**config.mk**
```make
export PLATFORM = sky130hd
export DESIGN_NAME = led_mode_ctrl
export DESIGN_NICKNAME = d
export VERILOG_FILES = /design/src/rtl/led_pkg.sv /design/src/rtl/key_press_detect.sv /design/src/rtl/led_mode_ctrl.sv
export SDC_FILE = /design/constraint.sdc
export NUM_CORES = 1
export LEC_CHECK = 0
export CORE_ASPECT_RATIO = 0.9
export CORE_MARGIN = 2
export CORE_UTILIZATION = 45
export CTS_BUF_LIST = sky130_fd_sc_hd__clkbuf_8 sky130_fd_sc_hd__clkbuf_16
export DETAILED_ROUTE_END_ITERATION = 10
export GPL_ROUTABILITY_DRIVEN = 0
export HOLD_SLACK_MARGIN = 0.03
export PLACE_DENSITY = 0.61
export SLEW_MARGIN = 20
export SYNTH_ARGS = -nofsm -noshare
export SYNTH_HDL_FRONTEND = slang
export SYNTH_HIERARCHICAL = 1
export SYNTH_SLANG_ARGS = --single-unit
```
**constraint.sdc**
```tcl
create_clock -name clk -period 2.6 [get_ports clk]
set_clock_uncertainty 0.15 [all_clocks]
set_input_delay 0.78 -clock clk [delete_from_list [all_inputs] [get_ports clk]]
set_output_delay 0.78 -clock clk [all_outputs]
set_load 0.03 [all_outputs]
```
**src/rtl/led_pkg.sv**
```systemverilog
// led_pkg: shared types and constants for the LED mode/speed sequencer.
// Holds the display mode enum, the pattern constants loaded on mode entry,
// the speed encoding, and small pure helpers for mode/speed/pattern stepping.
package led_pkg;

    // Display modes, in key-press cycling order.
    typedef enum logic [1:0] {
        RUN_R = 2'd0,
        RUN_L = 2'd1,
        BLINK = 2'd2,
        OFF   = 2'd3
    } mode_e;

    // Patterns loaded when a mode is entered.
    localparam logic [3:0] PAT_RUN = 4'b0001;
    localparam logic [3:0] PAT_ALL = 4'b1111;
    localparam logic [3:0] PAT_OFF = 4'b0000;

    // Speed encoding: 0 slow, 1 mid, 2 fast.
    typedef logic [1:0] speed_t;
    localparam speed_t SPEED_0   = 2'd0;
    localparam speed_t SPEED_1   = 2'd1;
    localparam speed_t SPEED_MAX = 2'd2;

    // Next mode in the RUN_R -> RUN_L -> BLINK -> OFF -> RUN_R ring.
    function automatic mode_e next_mode(input mode_e m);
        mode_e r;
        case (m)
            RUN_R:   r = RUN_L;
            RUN_L:   r = BLINK;
            BLINK:   r = OFF;
            OFF:     r = RUN_R;
            default: r = RUN_R;
        endcase
        return r;
    endfunction

    // Pattern shown immediately on entering a mode.
    function automatic logic [3:0] entry_pattern(input mode_e m);
        logic [3:0] r;
        case (m)
            RUN_R:   r = PAT_RUN;
            RUN_L:   r = PAT_RUN;
            BLINK:   r = PAT_ALL;
            OFF:     r = PAT_OFF;
            default: r = PAT_OFF;
        endcase
        return r;
    endfunction

    // One divider step of the pattern for the given mode.
    function automatic logic [3:0] step_pattern(input mode_e m, input logic [3:0] p);
        logic [3:0] r;
        case (m)
            RUN_R:   r = {p[0], p[3:1]};
            RUN_L:   r = {p[2:0], p[3]};
            BLINK:   r = ~p;
            OFF:     r = PAT_OFF;
            default: r = PAT_OFF;
        endcase
        return r;
    endfunction

    // Next speed in the 0 -> 1 -> 2 -> 0 ring.
    function automatic speed_t next_speed(input speed_t s);
        speed_t r;
        if (s >= SPEED_MAX) begin
            r = SPEED_0;
        end else begin
            r = s + 2'd1;
        end
        return r;
    endfunction

endpackage

```
**src/rtl/key_press_detect.sv**
```systemverilog
// key_press_detect: turns a debouncer's flag/value stream into a single
// press pulse per physical press. The last accepted stable level is kept;
// a press is a flag carrying level 0 while the stored level is still 1.
// The pulse is combinational so the consumer can act on the same edge the
// flag is sampled, giving a one-cycle flag-to-output latency.
module key_press_detect (
    input  logic clk,
    input  logic rst_n,
    input  logic flag,
    input  logic value,
    output logic press
);

    logic level_r;

    // Remember the last stable level reported by the debouncer.
    always_ff @(posedge clk or negedge rst_n) begin
        if (!rst_n) begin
            level_r <= 1'b1;
        end else if (flag) begin
            level_r <= value;
        end else begin
            level_r <= level_r;
        end
    end

    assign press = flag & ~value & level_r;

endmodule

```
**src/rtl/led_mode_ctrl.sv**
```systemverilog
// led_mode_ctrl: key-driven sequencer for the 4-LED display.
// A mode key cycles RUN_R/RUN_L/BLINK/OFF and reloads the pattern; a speed
// key cycles among three step periods. A divider counts 0..N-1 and steps the
// pattern on wrap, pulsing tick with the new pattern. Any press restarts the
// divider and suppresses the step of that cycle.
// Build option: define LED_SPEED_EN to enable the speed key and the
// three-period select; otherwise speed is fixed at 0 and N = TICK_SLOW.
module led_mode_ctrl
    import led_pkg::*;
#(
    parameter int TICK_SLOW = 25_000_000,
    parameter int TICK_MID  = 12_500_000,
    parameter int TICK_FAST = 5_000_000
) (
    input  logic       clk,
    input  logic       rst_n,
    input  logic       mode_flag,
    input  logic       mode_value,
    input  logic       spd_flag,
    input  logic       spd_value,
    output logic [3:0] led,
    output logic [1:0] mode,
    output logic [1:0] speed,
    output logic       tick
);

    localparam int CNT_W = (TICK_SLOW > 2) ? $clog2(TICK_SLOW) : 1;

    localparam logic [CNT_W-1:0] LAST_SLOW = CNT_W'(TICK_SLOW - 1);
    localparam logic [CNT_W-1:0] CNT_ZERO  = {CNT_W{1'b0}};
    localparam logic [CNT_W-1:0] CNT_ONE   = CNT_W'(1);

    logic [CNT_W-1:0] cnt_r;
    logic [CNT_W-1:0] cnt_s;
    logic [CNT_W-1:0] cnt_last_s;
    logic [3:0]       led_r;
    logic [3:0]       led_s;
    mode_e            mode_r;
    mode_e            mode_s;
    speed_t           speed_r;
    speed_t           speed_s;
    logic             tick_r;
    logic             tick_s;
    logic             mode_press_s;
    logic             spd_press_s;

    key_press_detect u_mode_key (
        .clk   (clk),
        .rst_n (rst_n),
        .flag  (mode_flag),
        .value (mode_value),
        .press (mode_press_s)
    );

`ifdef LED_SPEED_EN
    localparam logic [CNT_W-1:0] LAST_MID  = CNT_W'(TICK_MID - 1);
    localparam logic [CNT_W-1:0] LAST_FAST = CNT_W'(TICK_FAST - 1);

    key_press_detect u_spd_key (
        .clk   (clk),
        .rst_n (rst_n),
        .flag  (spd_flag),
        .value (spd_value),
        .press (spd_press_s)
    );

    // Select the terminal count for the current speed.
    always_comb begin
        cnt_last_s = LAST_SLOW;
        case (speed_r)
            SPEED_0: cnt_last_s = LAST_SLOW;
            SPEED_1: cnt_last_s = LAST_MID;
            default: cnt_last_s = LAST_FAST;
        endcase
    end
`else
    // Speed key is not decoded in this build; its pins only feed this sink.
    logic unused_spd_s;
    localparam int unused_tick_cfg = TICK_MID + TICK_FAST;

    assign unused_spd_s = spd_flag ^ spd_value;
    assign spd_press_s  = 1'b0;
    assign cnt_last_s   = LAST_SLOW;
`endif

    // Next-state for mode, speed, pattern, divider and tick; presses win over steps.
    always_comb begin
        mode_s  = mode_r;
        speed_s = speed_r;
        led_s   = led_r;
        cnt_s   = cnt_r;
        tick_s  = 1'b0;
        if (mode_press_s || spd_press_s) begin
            cnt_s = CNT_ZERO;
            if (mode_press_s) begin
                mode_s = next_mode(mode_r);
                led_s  = entry_pattern(next_mode(mode_r));
            end else begin
                mode_s = mode_r;
                led_s  = led_r;
            end
            if (spd_press_s) begin
                speed_s = next_speed(speed_r);
            end else begin
                speed_s = speed_r;
            end
        end else if (cnt_r == cnt_last_s) begin
            cnt_s  = CNT_ZERO;
            led_s  = step_pattern(mode_r, led_r);
            tick_s = 1'b1;
        end else begin
            cnt_s = cnt_r + CNT_ONE;
        end
    end

    // State and output registers.
    always_ff @(posedge clk or negedge rst_n) begin
        if (!rst_n) begin
            mode_r  <= RUN_R;
            led_r   <= PAT_RUN;
            cnt_r   <= CNT_ZERO;
            tick_r  <= 1'b0;
        end else begin
            mode_r  <= mode_s;
            led_r   <= led_s;
            cnt_r   <= cnt_s;
            tick_r  <= tick_s;
        end
    end

`ifdef LED_SPEED_EN
    // Speed register.
    always_ff @(posedge clk or negedge rst_n) begin
        if (!rst_n) begin
            speed_r <= SPEED_0;
        end else begin
            speed_r <= speed_s;
        end
    end
`else
    assign speed_r = SPEED_0;
`endif

    assign led   = led_r;
    assign mode  = mode_r;
    assign speed = speed_r;
    assign tick  = tick_r;

endmodule

```
# Word level (Yosys, flattened, before mapping)
# Index checks and enable logic that the tools add are counted.
[word_totals] ff_bits=33 in_bits=6 out_inout_bits=9 wordCells=31
[classes] add_sub_neg=1 n_eq_ne=7 mux=10 bitwise=4 reduce_logical=4
[op_table] cell="$mux 25" count=2
[op_table] cell="$add 25x1->25 const B" count=1
[op_table] cell="$eq 25x25->1 const B" count=1
[op_table] cell="$pmux 4 s4" count=1
[op_table] cell="$pmux 4 s3" count=1
[op_table] cell="$eq 2x2->1 const B" count=4
[op_table] cell="$mux 4" count=2
[op_table] cell="$pmux 2 s4" count=1
[op_table] cell="$eq 2x1->1 const B" count=2
[op_table] cell="$logic_not 2->1" count=2
[op_table] cell="$not 4->4" count=1
[op_table] cell="$and 1x1->1" count=2
[op_table] cell="$mux 1" count=2
[op_table] cell="$mux 2" count=1
[op_table] cell="$reduce_bool 2->1" count=1
[op_table] cell="$reduce_or 2->1" count=1
[op_table] cell="$not 1->1" count=1

# Logic depth before layout (Yosys ltp)
[depth] depth_word=8 ltp_mapped=6 ltp_nobuf=5

# By module
# Netlist, hierarchy kept.
[by_module_without_submodules] mod="led_mode_ctrl" n_inst=1 cells_each=189 area_each_um2=1762.9 seq_area_each_um2=802.0
[by_module_without_submodules] mod="key_press_detect" n_inst=1 cells_each=3 area_each_um2=51.3 seq_area_each_um2=26.3

# Worst setup path before layout
# No wires, ideal clock.
[synth_timing] path_type="flip-flop to flip-flop" startpoint="reg cnt_r[15]" endpoint="reg cnt_r[21]" setup_ps=130 arrival_time_ps=1891 required_ps=2320 path_slack_ps=429 stages_incl_launch_ff=6 path_buffers=1 period_less_slack_ps=2171 cell_sequence="dfrtp_1 or4b_1 or4_4 o21bai_2 buf_4 a21oi_1"
[synth_between] elab_chain_cells=3 word_cells_on_any_way=4 cone_classes="add/sub: 1; eq/ne: 1; mux: 2"
[synth_lines] item="from (decl)" line="led_mode_ctrl.sv:33" text="logic [CNT_W-1:0] cnt_r;"
[synth_lines] item="from (signal assigned)" line="led_mode_ctrl.sv:126" text="cnt_r <= cnt_s;"
[synth_lines] item="$add 25x1->25 or $eq 25x25->1 (tied branches)" line="led_mode_ctrl.sv:112, led_mode_ctrl.sv:107"
[synth_lines] item="$mux 25 *" line="led_mode_ctrl.sv:107" text="end else if (cnt_r == cnt_last_s) begin"
[synth_lines] item="$mux 25 *" line="led_mode_ctrl.sv:93" text="if (mode_press_s || spd_press_s) begin"
[synth_lines] item="named net cnt_s[21]" line="led_mode_ctrl.sv:34" text="logic [CNT_W-1:0] cnt_s;"
# Mark *: on every way through the listed nets, which the timed path passes. The rest lies on a longest branch.
# A chain may end at the register's enable or synchronous reset.

# Final worst setup path
[layout_timing] startpoint="reg led_r[0] (netlist: led[0])" endpoint="out led[0]"
[layout_lines] item="from (decl)" line="led_mode_ctrl.sv:36" text="logic [3:0] led_r;"
[layout_lines] item="from (signal assigned)" line="led_mode_ctrl.sv:125" text="led_r <= led_s;"
[layout_lines] item="to (decl)" line="led_mode_ctrl.sv:21" text="output logic [3:0] led,"
# No word-level cell between the ends.

==> metrics.sh <==
GLOBAL_ROUTE_WIRE_LENGTH_BEFORE_REPAIR_MICRONS=6590
POWER.SEQUENTIAL.FRACTION_PCT=38.6
SHARE_COMB_OF_TOTAL_POWER_PCT=28.7
CLOCK_INSERTION_DELAY_WORST_SKEW_NS=0.29
POST_CTS_HOLD_BUFFER_COUNT=0
DIE-HEIGHT_MICRONS=64.2
FIN_WORST_HOLD_SLACK_NS=0.319
OUTCOME='finished, final reports clean'
CRIT_PATH_START_KIND='flop'
ANTENNA_FOUND_INITIAL=0
ANTENNA-DIODE-COUNT=0
CRITICAL_PATH_BUF_INV_COUNT=1
CRIT_FANOUT=3
HTREE_LEVELS=2
SETUP.WORST_PATH.CLASS='reg2out'
TIMING_HOLD_VIOLATIONS_FINAL=0
STATIC_POWER_DUE_TO_LEAKAGE_nW=0.863
NUMCLOCKSINKS=33
SYNTH-EDFF-COUNT=0
TIMING.CRITICAL_PATH.TO_TYPE='output pin'
WORST_SLEW_MARGIN_REL_PCT=61.1
CAP_VIOL_MAX_COUNT=0
YS_TOP_CELLS_BY_COUNT='31 x dfrtp_1, 24 x nor2_1, 13 x nand2_1'
AVGSYNTHCELLAREA_SQ_UM=9.45
PWR_DENSITY_CELL_mW_PER_MM2=836
CPMAXSTAGEDELAYCELL='clkdlybuf4s50_1'
GRT_MAX_DEGREE=34
NUM_IO_PINS=15
HOLD_PATH.CLASS='reg2reg'
MAXCLOCKFREQUENCY_MHz=413
FINAL_CELLS=252
PLACEABLECOREAREA_SQ_MM=0.00378
PLACE_INST=244
ANT_NETS=0
PERIOD_NEEDED_NS=2.42
WIRE_LENGTH_REPORTED_BY_THE_DETAILED_ROUTER_MICRONS=3670
DATA_REQUIRED_TIME_OF_THE_CRITICAL_PATH_NS=1.67
END_OF_FLOW_CORE_UTILIZATION_PCT=55.6
YOSYS_WARNINGS=6
LAYOUT_WORST_PATH_CYCLE_SHARE_PCT=93.2
POST_DRT_WL_PER_CELL_MICRONS=14.6
TRITONCTS_CLOCK_TREE='yes'
SERIES_OF_CELL_INSTANCES_ALONG_THE_CRITICAL_PATH='clkdlybuf4s50_1'
POWER.SHARE.SWITCHING_PCT=32.0
GR_USAGE_TOTAL_PCT=18.2
DRC_VIOLATIONS=0
SYNTH_AREA_LEADERS='dfrtp_1 43%, nor2_1 5.0%, xnor2_1 4.8%, ha_1 3.4%, dfstp_2 2.9%'
DETAIL_ROUTE.VIAS_PER_CELL=5.75
FINALSETUPVIOLATIONS=0
ASYNC_FLOP_SHARE_PCT=100
CP_TOP_FAMILY='buffers and inverters'
CTS_POST_SETUP_BUFFERS_INSERTED=0
SLEW_VIOLATIONS=0
YOSYSSEQAREASHARE_PCT=45.7
POWER.SWITCHING_mW=0.563
AREA_GROWTH_SYN_TO_LAYOUT_PCT=15.9
PATH_CLK_SLEW_NS=0.07
YS.FLOP_TYPE='dfrtp_1'
POST_SYNTH_INST_COUNT=192
REG2REG_SETUP_SLACK_NS=0.27
DESIGN.FINAL.NETS=216
POWER_FRAC_CLOCK_PCT=32.7
INITIALDRTVIOLATIONCOUNT=135
P_INT_mW=1.19
CLOCKBUFFERDEPTH=2
DESIGN.DIE.AREA_SQ_MM=0.00456
CTS_REPAIR_RESIZE_COUNT=0
SYNTH_TOP_CELL_BY_AREA='dfrtp_1'
FINALSETUPTNS_NS=0
CTS_MADE_BUFFERS=5
STD_CELL_ROWS=21
YS_SEQ_ELEMENTS=33
CTS.ROOT.BUFFER_CELL='clkbuf_8'
WORST_SLEW_PIN_SLEW_NS=0.578
CRITICAL_PATH.MAX_STAGE_DELAY_NS=0.66
NUM_VIAS=1449
SYNTH_TOP_AREA_SHARE_PCT=42.8
GRT_SETUP_UNREPAIRED='no'
YOSYSMOSTFREQUENTCELL='dfrtp_1'
CP.ARRIVAL_NS=1.49
IO_BUFFERS=10
PLACE.DETAILED.HPWL_MICRONS=2550
TOTALPOWERFINAL_mW=1.76
DRIVE_ABOVE_1_SHARE_PCT=10.2
SYNTH_CELL_TYPES=42
GRT_PASS1_VIAS=1405
SYNTH_AREA_SQ_MM=0.00181
DR.PASS1.ITERS=4
FLOORPLAN.INITIALDENSITY_PCT=47.9
GLOBAL_ROUTE.OVERFLOW_TOTAL=0
VDD_DROP_MAX_V=0.000499
DIE-WIDTH_MICRONS=70.9
layout by cell type, fill, tap and decap left out, drive strengths merged, types with 3 or more instances in the layout:
cell type / count
nor2: 24
clkbuf: 5
xor2: 3
a2111oi: 3
a221o: 3
nand2: 13
xnor2: 10
a211oi: 3
nand4: 7
and4: 4
dfrtp: 31
clkdlybuf4s50: 10
inv: 10
buf: 4
nor3: 5
a21oi: 10
or3: 6
nor4: 5
ha: 5
nand3: 9
o21ai: 7
area by class of cell:
class	count	area (sq um)
clock buffer	5	68.8
timing repair buffer	14	143
clock inverter	3	65.1
multi-input combinational	141	903
fill	347	1680
inverter	10	37.5
sequential	33	828
tap	46	57.6
power by group through the flow:
stage	Combinational (mW)	Clock, mW	Sequential [mW]
floorplan	0.276	0	0.743
global placement	0.486	0	0.681
detailed placement	0.504	0	0.687
CTS	0.505	0.582	0.680
global route	0.559	0.604	0.697
finish	0.504	0.575	0.679
worst register-to-register path, delay by kind of cell, from the launching register on:
kind / cells / cell delay [ns]
flops: 1 / 0.47
compound gates: 2 / 0.51
simple gates: 2 / 1.06
kinds of logic (layout without fill, tap and decap cells):
family / Yosys count / in the layout / synth area share (%)
other: 1 / 2 / 0.207
xor gates and xnor gates: 13 / 13 / 6.28
and+or+nand+nor: 85 / 85 / 25.6
DFF: 33 / 33 / 45.7
adders and majority gates: 5 / 5 / 3.45
buffers and inverters: 19 / 32 / 4.76
muxes: 1 / 1 / 0.827
AOI/OAI and AO/OA: 35 / 35 / 13.2
sequential cells by signal (all words and copies together) (netlist names):
register            count
led                     4
u_mode_key/level_r      1
tick                    1
mode                    2
cnt_r                  25
through the flow:
stage                     setup slack, ns  instance area, sq um
after floorplan                     0.429                  1820
after global placement              0.215                  1970
after detailed placement            0.182                  1970
after CTS                           0.168                  2100
after global routing                0.114                  2100
final                               0.177                  2100
per-layer routing:
metal	wire, microns	global-route usage (%)	vias to the layer above	part of all wire (%)
met1	1890	25.9	708	51
li1	-	-	713	-
met3	122	6.15	3	3.3
met2	1640	27.2	25	45
met5	0	0	-	0
met4	23	3.77	0	0.63
worst paths after layout:
kind,start,end,cells past startpoint
worst max-delay path,led[0],led[0],1
worst min-delay path,cnt_r[0],cnt_r[0],1
min in group asynchronous,rst_n,cnt_r[9],2
max in group asynchronous,rst_n,u_mode_key/level_r,2
worst min register to register,cnt_r[0],cnt_r[0],1
worst max register to register,cnt_r[15],led[3],4
No activity file was read; power rests on OpenSTA's default activity.
